File: src/rtl/mem_access_unit_pkg.sv
// Shared definitions for the MEM-stage data-memory access unit.
// Holds the access FSM state encoding, funct3 size codes, mem_m bit
// positions and small decode helpers used by the top and its sub-module.
package mem_access_unit_pkg;

  typedef enum logic [1:0] {
    ST_IDLE,
    ST_REQ,
    ST_WAIT_RSP,
    ST_DONE
  } mau_state_e;

  // Bit positions inside the 3-bit MEM control bundle.
  localparam int MEM_M_READ   = 2;
  localparam int MEM_M_WRITE  = 1;
  localparam int MEM_M_BRANCH = 0;

  // funct3 codes; [1:0] is log2 of the access size in bytes.
  localparam logic [2:0] F3_B  = 3'b000;
  localparam logic [2:0] F3_H  = 3'b001;
  localparam logic [2:0] F3_W  = 3'b010;
  localparam logic [2:0] F3_D  = 3'b011;
  localparam logic [2:0] F3_BU = 3'b100;
  localparam logic [2:0] F3_HU = 3'b101;
  localparam logic [2:0] F3_WU = 3'b110;

  // Loads accept every code except 111; stores only the signed-size codes.
  function automatic logic f3_legal(input logic is_load, input logic [2:0] f3);
    if (is_load) return (f3 != 3'b111);
    return (f3[2] == 1'b0);
  endfunction

  // Offset must be a multiple of the access size.
  function automatic logic f3_misaligned(input logic [2:0] f3, input logic [2:0] off);
    case (f3[1:0])
      2'b00:   return 1'b0;
      2'b01:   return off[0];
      2'b10:   return |off[1:0];
      default: return |off;
    endcase
  endfunction

  // Byte-enable mask for an access at offset 0.
  function automatic logic [7:0] f3_strb(input logic [2:0] f3);
    case (f3[1:0])
      2'b00:   return 8'h01;
      2'b01:   return 8'h03;
      2'b10:   return 8'h0F;
      default: return 8'hFF;
    endcase
  endfunction

endpackage

File: src/rtl/mem_access_unit_if.sv
// Data-memory request/response bus between the MEM-stage access unit
// (master) and the data memory (slave).
//   dmem_req_valid/ready : request handshake
//   dmem_we              : 1 = store, 0 = load
//   dmem_addr            : 8-byte aligned address
//   dmem_wdata/wstrb     : lane-positioned store data and byte enables
//   dmem_rsp_valid/rdata : load response (aligned 64-bit word)
interface mem_access_unit_if #(
  parameter int ADDR_W = 64,
  parameter int DATA_W = 64
);
  logic              dmem_req_valid;
  logic              dmem_req_ready;
  logic              dmem_we;
  logic [ADDR_W-1:0] dmem_addr;
  logic [DATA_W-1:0] dmem_wdata;
  logic [7:0]        dmem_wstrb;
  logic              dmem_rsp_valid;
  logic [DATA_W-1:0] dmem_rdata;

  modport master (
    output dmem_req_valid, dmem_we, dmem_addr, dmem_wdata, dmem_wstrb,
    input  dmem_req_ready, dmem_rsp_valid, dmem_rdata
  );

  modport slave (
    input  dmem_req_valid, dmem_we, dmem_addr, dmem_wdata, dmem_wstrb,
    output dmem_req_ready, dmem_rsp_valid, dmem_rdata
  );
endinterface

File: src/rtl/mem_load_extend.sv
// Combinational load alignment: moves the addressed bytes of the aligned
// memory word down to bit 0 and sign- or zero-extends them per funct3.
//   i_rdata  : aligned word from data memory
//   i_offset : byte offset inside the word (addr[2:0])
//   i_funct3 : load size/sign code
//   o_data   : extended load result
module mem_load_extend
  import mem_access_unit_pkg::*;
#(
  parameter int DATA_W = 64
) (
  input  logic [DATA_W-1:0] i_rdata,
  input  logic [2:0]        i_offset,
  input  logic [2:0]        i_funct3,
  output logic [DATA_W-1:0] o_data
);

  logic        [DATA_W-1:0] w_shifted;
  logic signed [7:0]        w_b;
  logic signed [15:0]       w_h;
  logic signed [31:0]       w_w;

  assign w_shifted = i_rdata >> {i_offset, 3'b000};
  assign w_b       = w_shifted[7:0];
  assign w_h       = w_shifted[15:0];
  assign w_w       = w_shifted[31:0];

  always_comb begin
    o_data = w_shifted;
    case (i_funct3)
      F3_B:    o_data = {{(DATA_W-8){w_b[7]}}, w_b};
      F3_H:    o_data = {{(DATA_W-16){w_h[15]}}, w_h};
      F3_W:    o_data = {{(DATA_W-32){w_w[31]}}, w_w};
      F3_D:    o_data = w_shifted;
      F3_BU:   o_data = {{(DATA_W-8){1'b0}}, w_b};
      F3_HU:   o_data = {{(DATA_W-16){1'b0}}, w_h};
      F3_WU:   o_data = {{(DATA_W-32){1'b0}}, w_w};
      default: o_data = w_shifted;
    endcase
  end

endmodule

File: src/rtl/mem_access_unit.sv
// MEM-stage data-memory access unit. Decodes the MEM-stage instruction,
// rejects misaligned/illegal accesses with a one-cycle access_fault, and
// otherwise runs one request (and, for loads, one response) on the data
// memory bus while stalling the earlier pipeline stages.
//   clk, rst       : clock, asynchronous active-low reset
//   mem_valid      : MEM slot holds a real instruction
//   mem_m          : [2]=read, [1]=write, [0]=branch (unused here)
//   mem_inst       : instruction (funct3 in [14:12])
//   mem_alu_result : effective byte address
//   mem_rs2_data   : store data
//   dmem           : data-memory bus (master side)
//   stall          : freeze PC and pipeline registers up to EX/MEM
//   load_data      : extended load result, held until the next load
//   load_valid     : one-cycle pulse when load_data is updated
//   access_fault   : one-cycle pulse on misaligned or illegal access
// Only DATA_W = 64 is supported (8 byte lanes).
module mem_access_unit
  import mem_access_unit_pkg::*;
#(
  parameter int ADDR_W = 64,
  parameter int DATA_W = 64
) (
  input  logic                 clk,
  input  logic                 rst,
  input  logic                 mem_valid,
  input  logic [2:0]           mem_m,
  input  logic [31:0]          mem_inst,
  input  logic [ADDR_W-1:0]    mem_alu_result,
  input  logic [DATA_W-1:0]    mem_rs2_data,
  mem_access_unit_if.master    dmem,
  output logic                 stall,
  output logic [DATA_W-1:0]    load_data,
  output logic                 load_valid,
  output logic                 access_fault
);

  mau_state_e          r_state;
  logic                r_req_valid;
  logic                r_we;
  logic [ADDR_W-1:0]   r_addr;
  logic [DATA_W-1:0]   r_wdata;
  logic [7:0]          r_wstrb;
  logic [2:0]          r_offset;
  logic [2:0]          r_funct3;
  logic [DATA_W-1:0]   r_load_data;
  logic                r_load_valid;

  logic [2:0]          w_funct3;
  logic [2:0]          w_offset;
  logic                w_is_load;
  logic                w_is_store;
  logic                w_access;
  logic                w_bad;
  logic                w_start;
  logic [DATA_W-1:0]   w_load_ext;
  logic                w_unused_bits;

  assign w_funct3   = mem_inst[14:12];
  assign w_offset   = mem_alu_result[2:0];
  // Read wins when both control bits are set.
  assign w_is_load  = mem_valid & mem_m[MEM_M_READ];
  assign w_is_store = mem_valid & mem_m[MEM_M_WRITE] & ~mem_m[MEM_M_READ];
  assign w_access   = w_is_load | w_is_store;
  assign w_bad      = w_access &
                      (~f3_legal(w_is_load, w_funct3) | f3_misaligned(w_funct3, w_offset));
  assign w_start    = w_access & ~w_bad;

  assign w_unused_bits = ^{mem_inst[31:15], mem_inst[11:0], mem_m[MEM_M_BRANCH]};

  mem_load_extend #(.DATA_W(DATA_W)) u_load_extend (
    .i_rdata  (dmem.dmem_rdata),
    .i_offset (r_offset),
    .i_funct3 (r_funct3),
    .o_data   (w_load_ext)
  );

  // Stall must rise in the very cycle a legal access is seen in IDLE, so it
  // is decoded from state; the rst term keeps it low while reset is held.
  assign stall = rst & (((r_state == ST_IDLE) & w_start) |
                        (r_state == ST_REQ) | (r_state == ST_WAIT_RSP));
  // Faults are only raised from IDLE; the instruction is not stalled, so the
  // pulse lasts the single cycle it spends in MEM.
  assign access_fault = rst & (r_state == ST_IDLE) & w_bad;

  assign dmem.dmem_req_valid = r_req_valid;
  assign dmem.dmem_we        = r_we;
  assign dmem.dmem_addr      = r_addr;
  assign dmem.dmem_wdata     = r_wdata;
  assign dmem.dmem_wstrb     = r_wstrb;
  assign load_data           = r_load_data;
  assign load_valid          = r_load_valid;

  always_ff @(posedge clk or negedge rst) begin
    if (!rst) begin
      r_state      <= ST_IDLE;
      r_req_valid  <= 1'b0;
      r_we         <= 1'b0;
      r_addr       <= '0;
      r_wdata      <= '0;
      r_wstrb      <= '0;
      r_offset     <= '0;
      r_funct3     <= '0;
      r_load_data  <= '0;
      r_load_valid <= 1'b0;
    end else begin
      r_load_valid <= 1'b0;
      case (r_state)
        ST_IDLE: begin
          if (w_start) begin
            r_addr      <= {mem_alu_result[ADDR_W-1:3], 3'b000};
            r_we        <= w_is_store;
            r_wdata     <= w_is_store ? (mem_rs2_data << {w_offset, 3'b000}) : '0;
            r_wstrb     <= w_is_store ? (f3_strb(w_funct3) << w_offset) : 8'h00;
            r_offset    <= w_offset;
            r_funct3    <= w_funct3;
            r_req_valid <= 1'b1;
            r_state     <= ST_REQ;
          end
        end
        ST_REQ: begin
          // Request fields stay frozen in their registers until accepted.
          if (dmem.dmem_req_ready) begin
            r_req_valid <= 1'b0;
            r_state     <= r_we ? ST_DONE : ST_WAIT_RSP;
          end
        end
        ST_WAIT_RSP: begin
          if (dmem.dmem_rsp_valid) begin
            r_load_data  <= w_load_ext;
            r_load_valid <= 1'b1;
            r_state      <= ST_DONE;
          end
        end
        ST_DONE: begin
          // Stall drops here so the pipeline moves the instruction on;
          // returning to IDLE unconditionally prevents a re-issue.
          r_state <= ST_IDLE;
        end
        default: r_state <= ST_IDLE;
      endcase
    end
  end

endmodule

File: src/flat_wrapper.sv
// flat-port wrapper written by rule: the top's interface ports become plain ports
module mem_access_unit_flat import mem_access_unit_pkg::*;
#(
  parameter int ADDR_W = 64,
  parameter int DATA_W = 64
)
  (clk, rst, mem_valid, mem_m, mem_inst, mem_alu_result, mem_rs2_data, stall, load_data, load_valid, access_fault, dmem_dmem_req_valid, dmem_dmem_we, dmem_dmem_addr, dmem_dmem_wdata, dmem_dmem_wstrb, dmem_dmem_req_ready, dmem_dmem_rsp_valid, dmem_dmem_rdata);
  mem_access_unit_if #(.ADDR_W(ADDR_W), .DATA_W(DATA_W)) dmem_i ();
  input  logic clk;
  input  logic rst;
  input  logic mem_valid;
  input  logic [2:0] mem_m;
  input  logic [31:0] mem_inst;
  input  logic [ADDR_W-1:0] mem_alu_result;
  input  logic [DATA_W-1:0] mem_rs2_data;
  output logic stall;
  output logic [DATA_W-1:0] load_data;
  output logic load_valid;
  output logic access_fault;
  output wire logic [$bits(dmem_i.dmem_req_valid)-1:0] dmem_dmem_req_valid;
  output wire logic [$bits(dmem_i.dmem_we)-1:0] dmem_dmem_we;
  output wire logic [$bits(dmem_i.dmem_addr)-1:0] dmem_dmem_addr;
  output wire logic [$bits(dmem_i.dmem_wdata)-1:0] dmem_dmem_wdata;
  output wire logic [$bits(dmem_i.dmem_wstrb)-1:0] dmem_dmem_wstrb;
  input wire logic [$bits(dmem_i.dmem_req_ready)-1:0] dmem_dmem_req_ready;
  input wire logic [$bits(dmem_i.dmem_rsp_valid)-1:0] dmem_dmem_rsp_valid;
  input wire logic [$bits(dmem_i.dmem_rdata)-1:0] dmem_dmem_rdata;
  assign dmem_dmem_req_valid = dmem_i.dmem_req_valid;
  assign dmem_dmem_we = dmem_i.dmem_we;
  assign dmem_dmem_addr = dmem_i.dmem_addr;
  assign dmem_dmem_wdata = dmem_i.dmem_wdata;
  assign dmem_dmem_wstrb = dmem_i.dmem_wstrb;
  assign dmem_i.dmem_req_ready = dmem_dmem_req_ready;
  assign dmem_i.dmem_rsp_valid = dmem_dmem_rsp_valid;
  assign dmem_i.dmem_rdata = dmem_dmem_rdata;
  mem_access_unit #(.ADDR_W(ADDR_W), .DATA_W(DATA_W)) u_core (.clk(clk), .rst(rst), .mem_valid(mem_valid), .mem_m(mem_m), .mem_inst(mem_inst), .mem_alu_result(mem_alu_result), .mem_rs2_data(mem_rs2_data), .dmem(dmem_i), .stall(stall), .load_data(load_data), .load_valid(load_valid), .access_fault(access_fault));
endmodule
File: config.mk
export PLATFORM = sky130hd
export DESIGN_NAME = mem_access_unit_flat
export DESIGN_NICKNAME = d
export VERILOG_FILES = /design/src/rtl/mem_access_unit_pkg.sv /design/src/rtl/mem_access_unit_if.sv /design/src/rtl/mem_load_extend.sv /design/src/rtl/mem_access_unit.sv /design/src/flat_wrapper.sv
export SDC_FILE = /design/constraint.sdc
export NUM_CORES = 1
export LEC_CHECK = 0
export ABC_AREA = 0
export BUFFER_PORTS_ARGS = -buffer_cell sky130_fd_sc_hd__buf_2
export CORE_MARGIN = 2
export CORE_UTILIZATION = 35
export CTS_CLUSTER_SIZE = 40
export DETAILED_ROUTE_END_ITERATION = 16
export GPL_ROUTABILITY_DRIVEN = 1
export SYNTH_ARGS = -nofsm -noshare
export SYNTH_HDL_FRONTEND = slang
export SYNTH_HIERARCHICAL = 1
export SYNTH_SLANG_ARGS = --single-unit
File: constraint.sdc
create_clock -name clk -period 5.7 [get_ports clk]
set_input_delay 0.855 -clock clk [delete_from_list [all_inputs] [get_ports clk]]
set_output_delay 0.855 -clock clk [all_outputs]
set_load 0.01 [all_outputs]
==> impl_metrics.prom, run 1 <==
# TYPE chip_impl_metric gauge
chip_impl_metric{name="maximum_number_of_pins_on_one_net_before_global_route_repair",unit=""} 102
chip_impl_metric{name="setup_slack",unit="ns"} 2.12
chip_impl_metric{name="placed_wire_length_estimate_after_detailed_placement",unit="um"} 29100
chip_impl_info{name="cts_root_buffer",value="sky130_fd_sc_hd__clkbuf_16"} 1
chip_impl_metric{name="relSlewSlack",unit="%"} 24.6
chip_impl_metric{name="cts-htree-levels",unit=""} 1
chip_impl_metric{name="hold_viol_final",unit=""} 0
chip_impl_metric{name="drt-total-wl",unit="um"} 40100
chip_impl_metric{name="switching_power",unit="W"} 0.00269
chip_impl_metric{name="cts-buffers-inserted",unit=""} 25
chip_impl_metric{name="cts-hold-fix-buffers",unit=""} 0
chip_impl_info{name="setup_repair_after_global_routing_missed_its_margin",value="false"} 1
chip_impl_info{name="timing.critical_path.from_type",value="input port"} 1
chip_impl_metric{name="clock_skew_after_layout",unit="ns"} 0.0191
chip_impl_metric{name="initial_antenna_violation_count",unit=""} 10
chip_impl_metric{name="fp.dieArea",unit="sq um"} 36300
chip_impl_metric{name="ant_nets",unit=""} 0
chip_impl_metric{name="drc",unit=""} 0
chip_impl_metric{name="detail_route.first_pass.iterations",unit=""} 7
chip_impl_metric{name="die_x",unit="um"} 191
chip_impl_metric{name="timing.critical_path.buf_inv",unit=""} 4
chip_impl_metric{name="yosys_warnings",unit=""} 6
chip_impl_metric{name="gpl.final_weighted_congestion",unit=""} 0.845
chip_impl_metric{name="timing.fmax",unit="MHz"} 280
chip_impl_metric{name="critical_path_fanout_max",unit=""} 75
chip_impl_metric{name="power.leakage",unit="nW"} 7.51
chip_impl_info{name="cp-startpoint",value="mem_alu_result[0]"} 1
chip_impl_metric{name="ctsResizeCount",unit=""} 0
chip_impl_info{name="cp-end-kind",value="output pin"} 1
chip_impl_metric{name="clock_power_share",unit="%"} 22.4
chip_impl_info{name="final_common_cell",value="sky130_fd_sc_hd__buf_2"} 1
chip_impl_metric{name="max_cap_violations",unit=""} 0
chip_impl_info{name="worstPathCellList",value="buf_2 > buf_4 > o21ai_0 > o21ai_1 > buf_4 > nor3_2 > o31a_1 > buf_2"} 1
chip_impl_metric{name="io_buffer_count",unit=""} 403
chip_impl_metric{name="final-max-slew-violation-count",unit=""} 0
chip_impl_info{name="run_status",value="finished clean"} 1
chip_impl_metric{name="synth_enable_flop_cells",unit=""} 0
chip_impl_metric{name="clkLatencyLatePin",unit="ns"} 0.53
chip_impl_metric{name="final_util",unit="%"} 44.4
chip_impl_metric{name="standard_cell_row_count",unit=""} 68
chip_impl_metric{name="seq_power_share",unit="%"} 33.0
chip_impl_metric{name="clkSinkCount",unit=""} 208
chip_impl_metric{name="global_route.overflow_total",unit=""} 0
chip_impl_metric{name="worst_slew_pin_slew",unit="ns"} 1.12
chip_impl_info{name="launch_point_of_the_worst_reg_to_reg_path",value="u_core/r_offset[2]"} 1
chip_impl_metric{name="detailroute.via_count",unit=""} 10100
chip_impl_metric{name="power.combinational.fraction",unit="%"} 44.6
chip_impl_metric{name="clock_path_buffers",unit=""} 3
chip_impl_metric{name="track_usage",unit="%"} 21.4
chip_impl_metric{name="die_y",unit="um"} 191
chip_impl_metric{name="post_synth.cell_area_avg",unit="sq um"} 11.8
chip_impl_metric{name="drive_gt1_share",unit="%"} 51.6
chip_impl_info{name="ys.flop_type",value="sky130_fd_sc_hd__dfrtp_1"} 1
chip_impl_metric{name="synthDistinctLibCells",unit=""} 63
chip_impl_metric{name="viasPerCell",unit=""} 5.41
chip_impl_info{name="timing.setup.critical_path_class",value="in -> out"} 1
chip_impl_metric{name="final.period_utilization",unit="%"} 62.7
chip_impl_metric{name="grt_pass1_vias",unit=""} 10000
chip_impl_metric{name="worst_path_largest_cell_delay",unit="ns"} 0.65
chip_impl_metric{name="design.final.nets",unit=""} 1617
chip_impl_metric{name="initial_core_util",unit="%"} 35.4
chip_impl_metric{name="period_minus_slack",unit="ns"} 3.58
chip_impl_info{name="tritoncts_clock_tree",value="done"} 1
chip_impl_metric{name="ys_ff_latch",unit=""} 208
chip_impl_info{name="hp-class",value="in -> async"} 1
chip_impl_metric{name="synth-seq-area-share",unit="%"} 42.7
chip_impl_metric{name="timing.critical_path.required",unit="ns"} 4.85
chip_impl_metric{name="place_worst_setup_slack",unit="ns"} 2.07
chip_impl_metric{name="postCtsSetupRepairBufs",unit=""} 0
chip_impl_metric{name="synth_async_sr_flop_share",unit="%"} 100
chip_impl_metric{name="post_route_setup_tns",unit="ns"} 0
chip_impl_metric{name="timing.final.setup_violations",unit=""} 0
chip_impl_metric{name="route.detailed.wl_per_inst",unit="um"} 21.6
chip_impl_metric{name="p_sw_share",unit="%"} 37.4
chip_impl_metric{name="fillerInstances",unit=""} 3313
chip_impl_metric{name="power.density",unit="nW/um^2"} 472
chip_impl_info{name="layout_common_cells",value="sky130_fd_sc_hd__buf_2, sky130_fd_sc_hd__mux2_2, sky130_fd_sc_hd__dfrtp_1"} 1
chip_impl_metric{name="peakVddDrop",unit="mV"} 0.337
chip_impl_metric{name="p_int",unit="W"} 0.00451
chip_impl_info{name="slowest_stage",value="sky130_fd_sc_hd__buf_4"} 1
chip_impl_metric{name="wire_length_of_the_first_global_routing_pass",unit="um"} 60100
chip_impl_metric{name="syn2layout_area_growth",unit="%"} 25.1
chip_impl_metric{name="i_o_pin_cnt",unit=""} 437
chip_impl_info{name="family_with_the_most_delay_on_the_worst_path",value="buffers and inverters"} 1
chip_impl_metric{name="post_synth_inst_count",unit=""} 1034
chip_impl_metric{name="drt_iter0_drc",unit=""} 565
chip_impl_metric{name="critical_path_arrival",unit="ns"} 2.72
chip_impl_metric{name="coreArea",unit="sq um"} 34400
chip_impl_metric{name="mappedNetlistArea",unit="sq um"} 12200
chip_impl_metric{name="worst_setup_hold_path_clk_slew",unit="ns"} 0.06
==> per-layer routing <==
metal | GRT usage, % | wire (um) | vias to the layer above
li1 | - | - | 4579
met1 | 26.0 | 15500 | 4919
met2 | 33.7 | 18400 | 479
met3 | 7.43 | 4220 | 89
met4 | 10.6 | 2000 | 0
met5 | 0 | 0 | -
==> stage by stage <==
step / instance area (sq um) / hold slack [ns] / power, W / instances
5_1_grt: 15200 / 0.325 / 0.00764 / 1859
2_1_floorplan: 12200 / 0.522 / 0.00447 / 1036
3_5_place_dp: 14400 / 0.471 / 0.00561 / 1809
3_3_place_gp: 14400 / 0.470 / 0.00556 / 1809
6_report: 15200 / 0.284 / 0.00720 / 1860
4_1_cts: 15200 / 0.298 / 0.00727 / 1851
==> worst reg2reg max path, stage by stage (launching register included) <==
cell and delay, ns:
sky130_fd_sc_hd__dfrtp_1 0.34, sky130_fd_sc_hd__clkinv_1 0.77, sky130_fd_sc_hd__mux4_2 0.86, sky130_fd_sc_hd__or4_4 0.73, sky130_fd_sc_hd__o2111ai_1 0.32, sky130_fd_sc_hd__mux2_2 0.20
==> state kept, by name, summed over array words and instances, names as in the netlist <==
name,count
u_core/dmem.dmem_addr,61
u_core/dmem.dmem_req_valid,1
u_core/dmem.dmem_wdata,64
u_core/dmem.dmem_we,1
u_core/dmem.dmem_wstrb,8
u_core/load_data,64
u_core/load_valid,1
u_core/r_funct3,3
u_core/r_offset,3
u_core/r_state,2
==> kinds of logic after synthesis <==
logic type,Yosys count,share of synthesized area [%]
AND/OR/NAND/NOR,224,9.34
other,1,0.0308
buffers and inverters,111,4.51
flip-flops,208,42.7
AO/OA/AOI/OAI,146,9.75
multiplexers,340,33.2
adder cells (fa/ha/maj),4,0.411
==> final timing paths <==
kind | end | slack (ns) | cells after the start
worst max-delay path | stall | 2.12 | 8
worst min-delay path | u_core/dmem.dmem_wdata[1] | 0.28 | 1
worst max register to register | u_core/load_data[54] | 2.41 | 5
worst min register to register | u_core/dmem.dmem_wdata[35] | 0.48 | 1
max in group asynchronous | u_core/load_valid | 4.01 | 2
min in group clk | u_core/dmem.dmem_wdata[35] | 0.48 | 1
==> final cells by class <==
type	instances	area (sq um)	area share, %
Multi-Input combinational cell	717	6440	42.3
Clock inverter	7	116	0.763
Inverter	12	45.0	0.295
Tap cell	455	569	3.73
Antenna cell	9	22.5	0.148
Sequential cell	208	5210	34.2
Clock buffer	35	693	4.55
Timing Repair Buffer	417	2150	14.1
==> cell usage after synthesis, types with 3 or more instances <==
| master | number | area (sq um) |
|---|---|---|
| sky130_fd_sc_hd__a2bb2oi_1 | 8 | 70.1 |
| sky130_fd_sc_hd__nand3b_1 | 3 | 22.5 |
| sky130_fd_sc_hd__o2bb2ai_2 | 19 | 285 |
| sky130_fd_sc_hd__buf_2 | 25 | 125 |
| sky130_fd_sc_hd__a21oi_1 | 10 | 50.1 |
| sky130_fd_sc_hd__buf_4 | 11 | 82.6 |
| sky130_fd_sc_hd__mux4_2 | 31 | 698 |
| sky130_fd_sc_hd__a211oi_1 | 3 | 22.5 |
| sky130_fd_sc_hd__a22o_1 | 3 | 26.3 |
| sky130_fd_sc_hd__o22ai_1 | 8 | 50.1 |
| sky130_fd_sc_hd__nand2b_1 | 10 | 62.6 |
| sky130_fd_sc_hd__nor2b_1 | 12 | 75.1 |
| sky130_fd_sc_hd__o31ai_1 | 11 | 82.6 |
| sky130_fd_sc_hd__nor3_1 | 20 | 100 |
| sky130_fd_sc_hd__mux2_2 | 207 | 2330 |
| sky130_fd_sc_hd__o2bb2ai_1 | 13 | 114 |
| sky130_fd_sc_hd__nand4_1 | 30 | 188 |
| sky130_fd_sc_hd__nand2_1 | 71 | 267 |
| sky130_fd_sc_hd__ha_1 | 4 | 50.1 |
| sky130_fd_sc_hd__mux2i_1 | 102 | 1020 |
| sky130_fd_sc_hd__and3_1 | 8 | 50.1 |
| sky130_fd_sc_hd__and2_0 | 3 | 18.8 |
| sky130_fd_sc_hd__nor2_1 | 34 | 128 |
| sky130_fd_sc_hd__a32oi_1 | 8 | 70.1 |
| sky130_fd_sc_hd__o211ai_1 | 3 | 22.5 |
| sky130_fd_sc_hd__nand3_1 | 14 | 70.1 |
| sky130_fd_sc_hd__inv_1 | 10 | 37.5 |
| sky130_fd_sc_hd__o21ai_0 | 37 | 185 |
| sky130_fd_sc_hd__nand3_2 | 4 | 40.0 |
| sky130_fd_sc_hd__o2111ai_1 | 5 | 43.8 |
| sky130_fd_sc_hd__clkbuf_1 | 45 | 169 |
| sky130_fd_sc_hd__buf_1 | 10 | 37.5 |
| sky130_fd_sc_hd__buf_6 | 8 | 90.1 |
| sky130_fd_sc_hd__dfrtp_1 | 208 | 5200 |
| sky130_fd_sc_hd__and2_1 | 4 | 25.0 |
==> power by group through the flow <==
stage | Clock [W] | Combinational, W | Sequential (W)
finish | 0.00161 | 0.00321 | 0.00238
global route | 0.00172 | 0.00346 | 0.00246
CTS | 0.00167 | 0.00322 | 0.00239
detailed placement | 0 | 0.00321 | 0.00240
global placement | 0 | 0.00318 | 0.00238
floorplan | 0 | 0.00195 | 0.00252
(Power assumes the default switching activity.)
==> run 2: changes to the inputs <==
--- a/config.mk
+++ b/config.mk
@@ -5,7 +5,7 @@
 export SDC_FILE = /design/constraint.sdc
 export NUM_CORES = 1
 export LEC_CHECK = 0
-export ABC_AREA = 0
+export ABC_AREA = 1
 export BUFFER_PORTS_ARGS = -buffer_cell sky130_fd_sc_hd__buf_2
 export CORE_MARGIN = 2
 export CORE_UTILIZATION = 35
==> constraint.sdc (replaced) <==
create_clock -name clk -period 2.9 [get_ports clk]
set_input_delay 0.435 -clock clk [delete_from_list [all_inputs] [get_ports clk]]
set_output_delay 0.435 -clock clk [all_outputs]
set_load 0.01 [all_outputs]
==> run 2 against run 1 <==
- die area up 0.63%
- final cell count rose by 41%
- first-iteration DRC count is 73% higher
- worst hold slack got worse by 0.20 ns
- clock skew increased by 0.0025 ns
- sequential cell count did not move
- setup slack worse by 1.6 ns
- via count up 30%
- critical path depth decreased by 1
- clock-buffer cell count shrank 2
- global-route usage increased by 2.7 points
- critical endpoint unchanged
- largest power group unchanged
- highest routed layer is now met5
==> impl_metrics.prom, run 2 <==
# TYPE chip_impl_metric gauge
chip_impl_info{name="timing.critical_path.from_type",value="flip-flop"} 1
chip_impl_metric{name="synth_enable_flop_cells",unit=""} 0
chip_impl_info{name="setup_repair_after_global_routing_missed_its_margin",value="false"} 1
chip_impl_metric{name="hold_viol_final",unit=""} 0
chip_impl_metric{name="power.leakage",unit="nW"} 8.92
chip_impl_metric{name="placed_wire_length_estimate_after_detailed_placement",unit="um"} 33400
chip_impl_metric{name="synth.top_cell.area_share",unit="%"} 42.5
chip_impl_metric{name="timing.final.setup_violations",unit=""} 0
chip_impl_info{name="ys.flop_type",value="sky130_fd_sc_hd__dfrtp_1"} 1
chip_impl_metric{name="worst_setup_hold_path_clk_slew",unit="ns"} 0.06
chip_impl_metric{name="viasPerCell",unit=""} 5.00
chip_impl_metric{name="gpl.final_weighted_congestion",unit=""} 0.933
chip_impl_metric{name="detail_route.first_pass.iterations",unit=""} 7
chip_impl_metric{name="post_layout_nonfiller_instances",unit=""} 2623
chip_impl_info{name="family_with_the_most_delay_on_the_worst_path",value="flip-flops"} 1
chip_impl_metric{name="fillerInstances",unit=""} 3717
chip_impl_metric{name="track_usage",unit="%"} 24.1
chip_impl_metric{name="die_y",unit="um"} 191
chip_impl_metric{name="clock_skew_after_layout",unit="ns"} 0.0216
chip_impl_metric{name="fp.dieArea",unit="sq um"} 36500
chip_impl_info{name="hp-class",value="in -> reg"} 1
chip_impl_metric{name="wire_length_of_the_first_global_routing_pass",unit="um"} 69100
chip_impl_metric{name="post_route_setup_tns",unit="ns"} 0
chip_impl_info{name="cts_root_buffer",value="sky130_fd_sc_hd__clkbuf_16"} 1
chip_impl_metric{name="timing.fmax",unit="MHz"} 413
chip_impl_metric{name="critical_path_arrival",unit="ns"} 1.99
chip_impl_info{name="synth.cells.most_frequent",value="sky130_fd_sc_hd__nand2_1, sky130_fd_sc_hd__dfrtp_1, sky130_fd_sc_hd__nand3_1"} 1
chip_impl_info{name="timing.setup.critical_path_class",value="reg -> out"} 1
chip_impl_metric{name="hold_depth",unit=""} 3
chip_impl_metric{name="mappedNetlistArea",unit="sq um"} 12300
chip_impl_metric{name="timing.critical_path.required",unit="ns"} 2.47
chip_impl_metric{name="post_synth.cell_area_avg",unit="sq um"} 6.80
chip_impl_metric{name="final.period_utilization",unit="%"} 83.6
chip_impl_info{name="synth_top_cell_by_area",value="sky130_fd_sc_hd__dfrtp_1"} 1
chip_impl_info{name="cp-end-kind",value="output pin"} 1
chip_impl_metric{name="standard_cell_row_count",unit=""} 68
chip_impl_metric{name="multi_input_area",unit="sq um"} 6170
chip_impl_metric{name="synth_async_sr_flop_share",unit="%"} 100
chip_impl_metric{name="worst_path_largest_cell_delay",unit="ns"} 0.41
chip_impl_metric{name="period_minus_slack",unit="ns"} 2.42
chip_impl_info{name="tritoncts_clock_tree",value="done"} 1
chip_impl_metric{name="final-max-slew-violation-count",unit=""} 0
chip_impl_metric{name="power.density",unit="nW/um^2"} 950
chip_impl_metric{name="timing.critical_path.buf_inv",unit=""} 3
chip_impl_metric{name="max_cap_violations",unit=""} 0
chip_impl_metric{name="clock_path_buffers",unit=""} 3
chip_impl_metric{name="hold_ws",unit="ns"} 0.0829
chip_impl_metric{name="layout.area.seq",unit="sq um"} 5210
chip_impl_metric{name="io_buffer_count",unit=""} 403
chip_impl_info{name="layout_common_cells",value="sky130_fd_sc_hd__nand2_1, sky130_fd_sc_hd__buf_2, sky130_fd_sc_hd__dfrtp_1"} 1
chip_impl_metric{name="cts-htree-levels",unit=""} 1
chip_impl_metric{name="global_route.overflow_total",unit=""} 0
chip_impl_metric{name="syn2layout_area_growth",unit="%"} 25.3
chip_impl_metric{name="coreArea",unit="sq um"} 34500
chip_impl_info{name="worstPathCellList",value="inv_1 > ha_1 > inv_1 > a21oi_2 > nand3_4 > a21boi_1 > buf_2"} 1
chip_impl_info{name="slowest_stage",value="sky130_fd_sc_hd__dfrtp_1"} 1
chip_impl_metric{name="r2r.worst_path.cells",unit=""} 11
chip_impl_metric{name="i_o_pin_cnt",unit=""} 437
chip_impl_metric{name="route.detailed.wl_per_inst",unit="um"} 17.4
chip_impl_info{name="cpMostUsedCell",value="sky130_fd_sc_hd__inv_1"} 1
chip_impl_metric{name="worst_slew_pin_slew",unit="ns"} 0.819
chip_impl_info{name="synth_most_common_cell",value="sky130_fd_sc_hd__nand2_1"} 1
chip_impl_metric{name="placedCellCount",unit=""} 2571
chip_impl_metric{name="clkSinkCount",unit=""} 208
chip_impl_metric{name="maximum_number_of_pins_on_one_net_before_global_route_repair",unit=""} 101
chip_impl_info{name="final_common_cell",value="sky130_fd_sc_hd__nand2_1"} 1
chip_impl_metric{name="clkLatencyLatePin",unit="ns"} 0.56
chip_impl_metric{name="detailroute.via_count",unit=""} 13100
chip_impl_metric{name="ant_nets",unit=""} 0
chip_impl_metric{name="drt-total-wl",unit="um"} 45600
chip_impl_info{name="run_status",value="finished clean"} 1
chip_impl_metric{name="drt_iter0_drc",unit=""} 975
chip_impl_metric{name="drive_gt1_share",unit="%"} 24.2
chip_impl_metric{name="ys_ff_latch",unit=""} 208
chip_impl_metric{name="cts-buffers-inserted",unit=""} 25
chip_impl_metric{name="design.final.nets",unit=""} 2380
chip_impl_metric{name="yosys_warnings",unit=""} 6
chip_impl_metric{name="synthDistinctLibCells",unit=""} 40
chip_impl_metric{name="relSlewSlack",unit="%"} 45.4
chip_impl_metric{name="grt_pass1_vias",unit=""} 12500
chip_impl_info{name="synth_area_leaders",value="sky130_fd_sc_hd__dfrtp_1, sky130_fd_sc_hd__nand2_1, sky130_fd_sc_hd__nand3_1, sky130_fd_sc_hd__o21ai_0, sky130_fd_sc_hd__buf_6"} 1
chip_impl_metric{name="initial_core_util",unit="%"} 35.5
chip_impl_metric{name="peakVddDrop",unit="mV"} 0.608
chip_impl_metric{name="worst-path-stages",unit=""} 7
chip_impl_metric{name="final_util",unit="%"} 44.5
chip_impl_metric{name="critical_path_fanout_max",unit=""} 5
chip_impl_metric{name="synth-seq-area-share",unit="%"} 42.5
chip_impl_metric{name="initial_antenna_violation_count",unit=""} 11
chip_impl_metric{name="die_x",unit="um"} 191
chip_impl_metric{name="drc",unit=""} 0
chip_impl_metric{name="post_synth_inst_count",unit=""} 1804
==> run 2: logic make-up after synthesis <==
| logic type | Yosys count | synth area share [%] |
|---|---|---|
| simple gates | 1265 | 42.7 |
| other cells | 1 | 0.0306 |
| compound gates | 153 | 6.81 |
| mux | 3 | 0.245 |
| fa+ha+maj | 4 | 0.408 |
| buf+inv | 170 | 7.36 |
| flops | 208 | 42.5 |
==> run 2: power by group <==
| group | switching [W] | total, W | internal [W] |
|---|---|---|---|
| logic | 0.00448 | 0.00685 | 0.00237 |
| registers | 0.000593 | 0.00447 | 0.00388 |
| clock network | 0.00131 | 0.00327 | 0.00196 |
==> run 2: timing repair <==
item                                   CTS  global route
endpoints found under the hold margin   44             0
gates resized for setup                  0             0
hold buffers                             1             0
buffers inserted                         0             0
==> run 2: final timing paths <==
kind	start	to	slack, ns
worst min register to register	u_core/dmem.dmem_addr[38]	u_core/dmem.dmem_addr[38]	0.47
worst max register to register	u_core/r_offset[0]	u_core/load_data[19]	0.66
min in group asynchronous	rst	u_core/dmem.dmem_wdata[21]	0.44
worst min-delay path	mem_alu_result[31]	u_core/dmem.dmem_addr[31]	0.08
worst max-delay path	u_core/r_state[0]	stall	0.48
max in group asynchronous	rst	u_core/dmem.dmem_addr[11]	1.28
==> run 2: final cells by class <==
type / instances / area share (%)
flip-flops and latches: 208 / 33.9
clock buffers: 33 / 4.53
diodes: 7 / 0.114
multi-input cells: 1428 / 40.2
inverters: 42 / 1.04
repair buffers: 439 / 15.6
well taps: 455 / 3.70
clock inverters: 11 / 0.961
==> run 2: layer usage <==
layer | global-route usage, % | vias up | share of wire (%)
li1 | - | 6417 | -
met1 | 30.2 | 6147 | 41
met2 | 41.1 | 457 | 48
met3 | 5.71 | 87 | 8.1
met4 | 7.54 | 14 | 2.8
met5 | 0 | - | 0.18
==> run 2: through the flow <==
stage / cell area (sq um) / total power, W / setup WS, ns
floorplan: 12300 / 0.00901 / 0.946
global placement: 14500 / 0.0113 / 0.682
detailed placement: 14500 / 0.0113 / 0.662
CTS: 15300 / 0.0147 / 0.452
global route: 15400 / 0.0157 / 0.301
finish: 15400 / 0.0146 / 0.477
==> run 2: worst min-delay path: cells and delay by family <==
| family | cells | cell delay [ns] |
|---|---|---|
| buf+inv | 1 | 0.07 |
| simple gates | 2 | 0.08 |
